--- config.mk ---
export PLATFORM = sky130hd
export DESIGN_NAME = serv_pc_seq
export DESIGN_NICKNAME = d
export VERILOG_FILES = /design/src/rtl/serv_pc_seq.sv
export SDC_FILE = /design/constraint.sdc
export NUM_CORES = 1
export LEC_CHECK = 0
export ABC_CLOCK_PERIOD_IN_PS = 3100
export BUFFER_PORTS_ARGS = -buffer_cell sky130_fd_sc_hd__buf_2
export CORE_MARGIN = 5
export CORE_UTILIZATION = 30
export DETAILED_ROUTE_END_ITERATION = 6
export PLACE_DENSITY_LB_ADDON = 0.2
export SYNTH_ARGS = -nofsm -noshare
export SYNTH_HDL_FRONTEND = slang
export SYNTH_SLANG_ARGS = --single-unit
--- constraint.sdc ---
create_clock -name clk -period 3.1 [get_ports clk]
set_clock_uncertainty 0.05 [all_clocks]
set_input_delay 0.31 -clock clk [delete_from_list [all_inputs] [get_ports clk]]
set_output_delay 0.31 -clock clk [all_outputs]
set_load 0.02 [all_outputs]
--- src/rtl/serv_pc_seq.sv ---
// Bit-serial program counter sequencer: the PC is rotated through W-bit beats while
// the next PC and rd value are formed, then the new PC is fetched over the ibus.
module serv_pc_seq #(
  parameter int          W        = 1,
  parameter logic [31:0] RESET_PC = 32'd0,
  parameter int          WITH_CSR = 1,
  parameter int          WITH_C   = 0
) (
  input  logic         clk,
  input  logic         i_rst,
  input  logic         i_start,
  input  logic         i_jump,
  input  logic         i_jal_or_jalr,
  input  logic         i_utype,
  input  logic         i_pc_rel,
  input  logic         i_trap,
  input  logic         i_iscomp,
  input  logic [W-1:0] i_imm,
  input  logic [W-1:0] i_buf,
  input  logic [W-1:0] i_csr_pc,
  output logic [W-1:0] o_rd,
  output logic [W-1:0] o_bad_pc,
  output logic         o_misalign,
  output logic         o_done,
  output logic         o_busy,
  output logic [31:0]  o_ibus_adr,
  output logic         o_ibus_cyc,
  input  logic         i_ibus_ack
);

  localparam int BEATS = 32 / W;
  localparam int CW    = 5;

  typedef enum logic [1:0] {IDLE, SHIFT, FETCH} state_t;

  state_t        state, state_nxt;
  logic [CW-1:0] cnt;
  logic          cy4, cyo, tgt_bit1;
  logic [31:0]   pc;

  logic          first_beat, last_beat, trap;
  logic [31:0]   bit_base, inc;
  logic          cy4_in, cyo_in;
  logic [W-1:0]  pc_slice, inc_slice, a_slice, b_slice, trap_slice, aligned, new_slice;
  logic [W:0]    seq_sum, tgt_sum;
  logic          bit1_hit, bit1_val;

  assign first_beat = (cnt == '0);
  assign last_beat  = (cnt == CW'(BEATS - 1));
  assign bit_base   = 32'(cnt) * 32'(W);
  assign trap       = (WITH_CSR != 0) && i_trap;

  // The current beat of the PC always sits in the low bits because the register rotates.
  assign pc_slice  = pc[W-1:0];
  assign inc       = ((WITH_C != 0) && i_iscomp) ? 32'd2 : 32'd4;
  assign inc_slice = W'(inc >> bit_base);
  assign cy4_in    = first_beat ? 1'b0 : cy4;
  assign cyo_in    = first_beat ? 1'b0 : cyo;
  assign seq_sum   = {1'b0, pc_slice} + {1'b0, inc_slice} + {{W{1'b0}}, cy4_in};
  assign a_slice   = i_pc_rel ? pc_slice : '0;
  assign tgt_sum   = {1'b0, a_slice} + {1'b0, b_slice} + {{W{1'b0}}, cyo_in};

  always_comb begin
    b_slice    = '0;
    trap_slice = '0;
    for (int j = 0; j < W; j++) begin
      if (i_utype)
        b_slice[j] = (bit_base + 32'(j) >= 32'd12) ? i_imm[j] : 1'b0;
      else
        b_slice[j] = i_buf[j];
      trap_slice[j] = (bit_base + 32'(j) < 32'd2) ? 1'b0 : i_csr_pc[j];
    end
  end

  // Target bit 0 is dropped for the aligned form; bit 1 is remembered for the misalign check.
  always_comb begin
    aligned  = '0;
    bit1_hit = 1'b0;
    bit1_val = 1'b0;
    for (int j = 0; j < W; j++) begin
      aligned[j] = (bit_base + 32'(j) == 32'd0) ? 1'b0 : tgt_sum[j];
      if (bit_base + 32'(j) == 32'd1) begin
        bit1_hit = 1'b1;
        bit1_val = tgt_sum[j];
      end
    end
  end

  assign new_slice = trap ? trap_slice : (i_jump ? aligned : seq_sum[W-1:0]);

  assign o_rd       = ({W{i_utype}} & aligned) | ({W{i_jal_or_jalr}} & seq_sum[W-1:0]);
  assign o_bad_pc   = aligned;
  assign o_ibus_adr = pc;
  assign o_ibus_cyc = (state == FETCH);
  assign o_busy     = (state != IDLE);

  always_ff @(posedge clk) begin
    if (i_rst) state <= FETCH;
    else       state <= state_nxt;
  end

  always_comb begin
    state_nxt = state;
    case (state)
      IDLE:    if (i_start)    state_nxt = SHIFT;
      SHIFT:   if (last_beat)  state_nxt = FETCH;
      FETCH:   if (i_ibus_ack) state_nxt = IDLE;
      default: state_nxt = IDLE;
    endcase
  end

  always_ff @(posedge clk) begin
    if (i_rst) begin
      pc         <= RESET_PC;
      cnt        <= '0;
      cy4        <= 1'b0;
      cyo        <= 1'b0;
      tgt_bit1   <= 1'b0;
      o_misalign <= 1'b0;
      o_done     <= 1'b0;
    end else begin
      o_done <= 1'b0;
      if (state == IDLE && i_start) begin
        cnt        <= '0;
        o_misalign <= 1'b0;
      end
      if (state == SHIFT) begin
        pc  <= {new_slice, pc[31:W]};
        cy4 <= seq_sum[W];
        cyo <= tgt_sum[W];
        cnt <= last_beat ? '0 : cnt + CW'(1);
        if (bit1_hit) tgt_bit1 <= bit1_val;
        if (last_beat) begin
          o_done     <= 1'b1;
          o_misalign <= (WITH_C == 0) && i_jump && !trap && tgt_bit1;
        end
      end
    end
  end

endmodule

==> reports/metrics.cfg, run 1 <==
[timing]
finalCritPeriodShare_pct=92.48
max_freq_mhz=348.8
tightest_slew_ns=0.8529
relSlewSlack_pct=43.14
min_period_ns=2.867
hold_viol=0
worst_slack_ns=0.2332
drv_slew=0
setup_viol=0
grt_setup_unrepaired=false
fin_setup_tns_ns=0

[drt]
dr_total_vias=1618
wl_per_cell_um=12.66
routed_via_density=4.773
wl_mm=4.293
ant_nets=0
drt_pre_antenna_iters=4
drtIter0Drc=64
drc=0

[die]
ios=51
core_region_area_um2=5956
die_w_um=88.49
start_util_pct=31.03
die_area_um2=7830
row_count=28
die_y_um=88.49

[worst_setup_path]
slowest_stage=fa_1
path_cells=inv_1, ha_1, or4b_4, and2_1, fa_1, a22o_1, buf_2
cp.required_ns=2.74
r2r_cells=7
start_kind=flop
cpPeakStageDelay_ns=0.52
arrival_ns=2.51
regToRegSetupSlack_ns=0.74
cp_max_fo=5
worstSetupEndpointType=output pin
r2r-start=cnt[0]$_SDFFE_PP0P_
reg2reg_to=o_ibus_adr[31]$_SDFFE_PP0P_
critical_path_class=flop to output pin

[global_route]
grt_max_degree=46
overflow=0
grt_pass1_vias=1498
gr-usage-all-layers_pct=11.60
grt_antenna_before_repair=0
grt_pass1_wl_mm=7.093

[worst_hold_path]
hold_start=i_trap
min_path_cells=3
hold_end=o_misalign$_SDFF_PP0_
min_path_type=input pin to flop

[cells_and_area]
fillers=641
layout.cells.non_filler=339
seqCellArea_um2=880.8
diodes=0
multi_input_area_um2=865.8
area_delta_synth_final_pct=19.77
drive_gt1_share_pct=25.00
fin_nets=282

[logic_synthesis]
synthesis.nets=239
synth_top_cell_area_share_pct=47.66
synth_common_cells=nand2_1 (68), dfxtp_1 (44), a21oi_1 (36)
ys_seq_area_share_pct=47.66
synth_area_leaders=dfxtp_1 (48%), nand2_1 (14%), a21oi_1 (9.7%)
syn_inst=220
yosys.area.top_type=dfxtp_1
yosysWarnings=0
syn_avg_cell_area_um2=8.400
synth.most_common_cell=nand2_1
synthFlopType=dfxtp_1
syn_area_um2=1848
synth_edf_count=0
synthArstFlopShare_pct=0
ys_seq_elements=44
synth.distinct_cells=41

[clock_tree]
clock_sinks=44
post_cts_buffers=0
clk_latency_ns=0.29
cts_resized=0
cts_tree=built
cts_htree_levels=2
cts_buffer_depth=2
cts-hold-fix-buffers=0
path_clk_slew_ns=0.09
clockRootBuffer=clkbuf_8
numCtsBuffers=5

[place]
pre_cts_ws_ns=0.5639
dpl.hpwl_mm=2.881
dp.cells=331
place_congestion=0.7312
io_buffers=49

[power]
peakVddDrop_v=0.0001568
powerDensity_nw_per_um2=452.7
power_leakage_nw=0.9069

[outcome]
status=complete, no violations

[flow_run]
max_cap_violations=0

flip-flops by register name (all words and copies together) (netlist names):
| register | count |
|---|---|
| cnt | 5 |
| cy4 | 1 |
| cyo | 1 |
| o_done | 1 |
| o_ibus_adr | 32 |
| o_misalign | 1 |
| state | 2 |
| tgt_bit1 | 1 |
worst max-delay path by stage:
stage,start,endpoint,slack [ns],cells after the start
finish,cnt[0]$_SDFFE_PP0P_,o_rd,0.23,7
global route,cnt[0]$_SDFFE_PP0P_,o_rd,0.11,8
CTS,cnt[0]$_SDFFE_PP0P_,o_rd,0.23,7
detailed placement,cnt[0]$_SDFFE_PP0P_,o_rd,0.56,7
global placement,cnt[0]$_SDFFE_PP0P_,o_rd,0.58,7
floorplan,cnt[0]$_SDFFE_PP0P_,o_rd,0.46,7
routing by layer:
metal  up-vias  global-route usage [%]  wire length, um
li1        820                       -                -
met4         0                   5.357               70
met3         7                   3.818              262
met5         -                       0                0
met2        38                   18.29             1951
met1       753                   14.34             2009
placed cells by master, fill, tap and decap left out, types with 2 or more instances in the layout:
master	synthesis	routed
nand2_1	68	68
buf_2	6	49
dfxtp_1	44	44
a21oi_1	36	36
nor2_1	8	8
clkbuf_8	0	6
inv_1	5	5
ha_1	4	4
nor3_1	3	3
nor2b_1	2	2
a31oi_1	2	2
and3_1	2	2
nand2b_1	2	2
a22oi_1	2	2
a311oi_1	2	2
fa_1	2	2
buf_4	3	2
critical path, delay by kind of cell, from the launching register on:
family                     cells  cell delay [ns]
AOI/OAI and AO/OA              1             0.23
adders and majority gates      2             0.69
buffers and inverters          2             0.26
DFF                            1             0.36
and+or+nand+nor                2             0.67
power by group:
part	leakage, nW	total (W)	switching (W)	internal (W)
Combinational	0.508	0.0000498	0.0000316	0.0000182
Clock	0.0445	0.000379	0.000198	0.000181
Sequential	0.355	0.000573	0.00000574	0.000567
Total	0.907	0.00100	0.000235	0.000767
area by class of cell:
cell class              instances  area share [%]
well taps                      75           4.240
inverters                       5          0.8479
flip-flops and latches         44           39.80
multi-input cells             156           39.12
clock buffers                   7           3.901
clock inverters                 1          0.3392
repair buffers                 51           11.76
stage by stage:
stage               cell area (um^2)  total power [W]  util (%)  hold slack [ns]
CTS                             2213         0.001021     37.16           0.2468
global placement                2120        0.0006369     35.59           0.3950
finish                          2213         0.001002     37.16           0.2589
detailed placement              2120        0.0006371     35.59           0.3954
global route                    2213         0.001053     37.16           0.2712
floorplan                       1848        0.0006219         -           0.3817
cells by family (layout without fill, tap and decap cells):
kind of cell	count (synthesis)	count (layout)	synth area share, %
simple gates	96	96	23.90
fa+ha+maj	6	6	4.875
mux	2	2	1.151
flops	44	44	47.66
buf+inv	20	64	5.484
compound gates	52	52	16.93
(Power assumes the default switching activity.)
==> run 2: changes to the inputs <==
CORE_UTILIZATION = 50   (was 30)
==> reports/metrics.cfg, run 2 (synthesis gave the netlist of run 1 again) <==
[clock_tree]
clock_sinks=44
path_clk_slew_ns=0.08
cts_buffer_depth=2
clk_latency_ns=0.30
clockRootBuffer=clkbuf_8
cts_resized=0
numCtsBuffers=5
post_cts_buffers=0
cts_tree=built
cts_htree_levels=2
cts-hold-fix-buffers=0

[drt]
wl_mm=3.879
drtIter0Drc=110
ant_nets=0
routed_via_density=5.135
dr_total_vias=1602
drt_pre_antenna_iters=5
wl_per_cell_um=12.43
drc=0

[power]
peakVddDrop_v=0.0002277
powerDensity_nw_per_um2=456.0
power_leakage_nw=0.9069
finalPower_w=0.0009939

[cells_and_area]
seqCellArea_um2=880.8
fin_nets=282
area_delta_synth_final_pct=17.94
multi_input_area_um2=865.8
utilization_pct=59.99
largest_register_ffs=32
fillers=352
diodes=0
drive_gt1_share_pct=25.00
layout_common_cells=nand2_1 (68), buf_2 (49), dfxtp_1 (44), a21oi_1 (36), nor2_1 (8)
layout_commonest_cell=nand2_1

[place]
io_buffers=49
pre_cts_ws_ns=0.5995
dpl.hpwl_mm=2.674
place_congestion=0.8096

[outcome]
status=complete, no violations

[timing]
fin_setup_tns_ns=0
setup_viol=0
holdWs_ns=0.2505
hold_viol=0
relSlewSlack_pct=47.06
finalCritPeriodShare_pct=91.76
grt_setup_unrepaired=false
tightest_slew_ns=0.7940
max_freq_mhz=351.5
worst_slack_ns=0.2553
min_period_ns=2.845
drv_slew=0

[global_route]
grt_pass1_vias=1390
overflow=0
grt_max_degree=46
grt_antenna_before_repair=0
grt_pass1_wl_mm=6.313
gr-usage-all-layers_pct=15.83

[worst_setup_path]
r2r_cells=7
cp.required_ns=2.74
r2r-start=cnt[1]$_SDFFE_PP0P_
cp_max_fo=6
reg2reg_to=o_ibus_adr[31]$_SDFFE_PP0P_
arrival_ns=2.48
path_cells=inv_1, ha_1, or4b_4, and2_1, fa_1, a22o_1, buf_2
start_kind=flop
worstSetupEndpointType=output pin
cp_num_buf_inv=2
path_delay_family=simple AND/OR/NAND/NOR gates
cp-startpoint=cnt[1]$_SDFFE_PP0P_
cpPeakStageDelay_ns=0.49
regToRegSetupSlack_ns=0.78
slowest_stage=fa_1
critical_path_class=flop to output pin

[die]
die_w_um=70.80
core_region_area_um2=3633
die_area_um2=5012
row_count=22
start_util_pct=50.86
ios=51
die_y_um=70.80

[worst_hold_path]
hold_start=i_ibus_ack
min_path_type=input pin to flop
min_path_cells=3
hold_end=state[1]$_SDFFE_PP1P_

[flow_run]
max_cap_violations=0

## run 2: cell counts in the layout (fill, tap and decap cells not counted)
No cell type changed its count.
## run 2: layout make-up
cell class / count / area share, %
repair buffers: 51 / 11.94
multi-input cells: 156 / 39.72
inverters: 5 / 0.8611
clock inverters: 1 / 0.3444
clock buffers: 7 / 3.961
well taps: 48 / 2.755
flip-flops and latches: 44 / 40.41
## run 2: per-stage QoR
step	instances	area, um^2
4_1_cts	312	2180
6_report	312	2180
5_1_grt	312	2180
3_3_place_gp	304	2086
3_5_place_dp	304	2086
2_1_floorplan	220	1848
## run 2: worst max path at each step
stage | end | cells past startpoint
after floorplan | o_rd | 7
after global placement | o_rd | 7
after detailed placement | o_rd | 7
after CTS | o_rd | 7
after global routing | o_rd | 8
final | o_rd | 7
## run 2: report_power, final
part	internal, W	switching, W
sequential	0.000567	0.00000542
clock	0.000181	0.000192
combinational	0.0000182	0.0000304
total	0.000766	0.000228
## run 2: routing by layer
layer	wire length [um]	global-route usage (%)
met4	82	6.889
met3	241	5.682
met5	0	0
met2	1798	24.61
met1	1755	19.74
## run 2: worst reg2reg max path: stages (launching register included)
cell and delay [ns]:
dfxtp_1 0.37, inv_1 0.11, ha_1 0.17, or4b_4 0.48, and2_1 0.19, fa_1 0.49, o221ai_1 0.21, o32ai_1 0.11
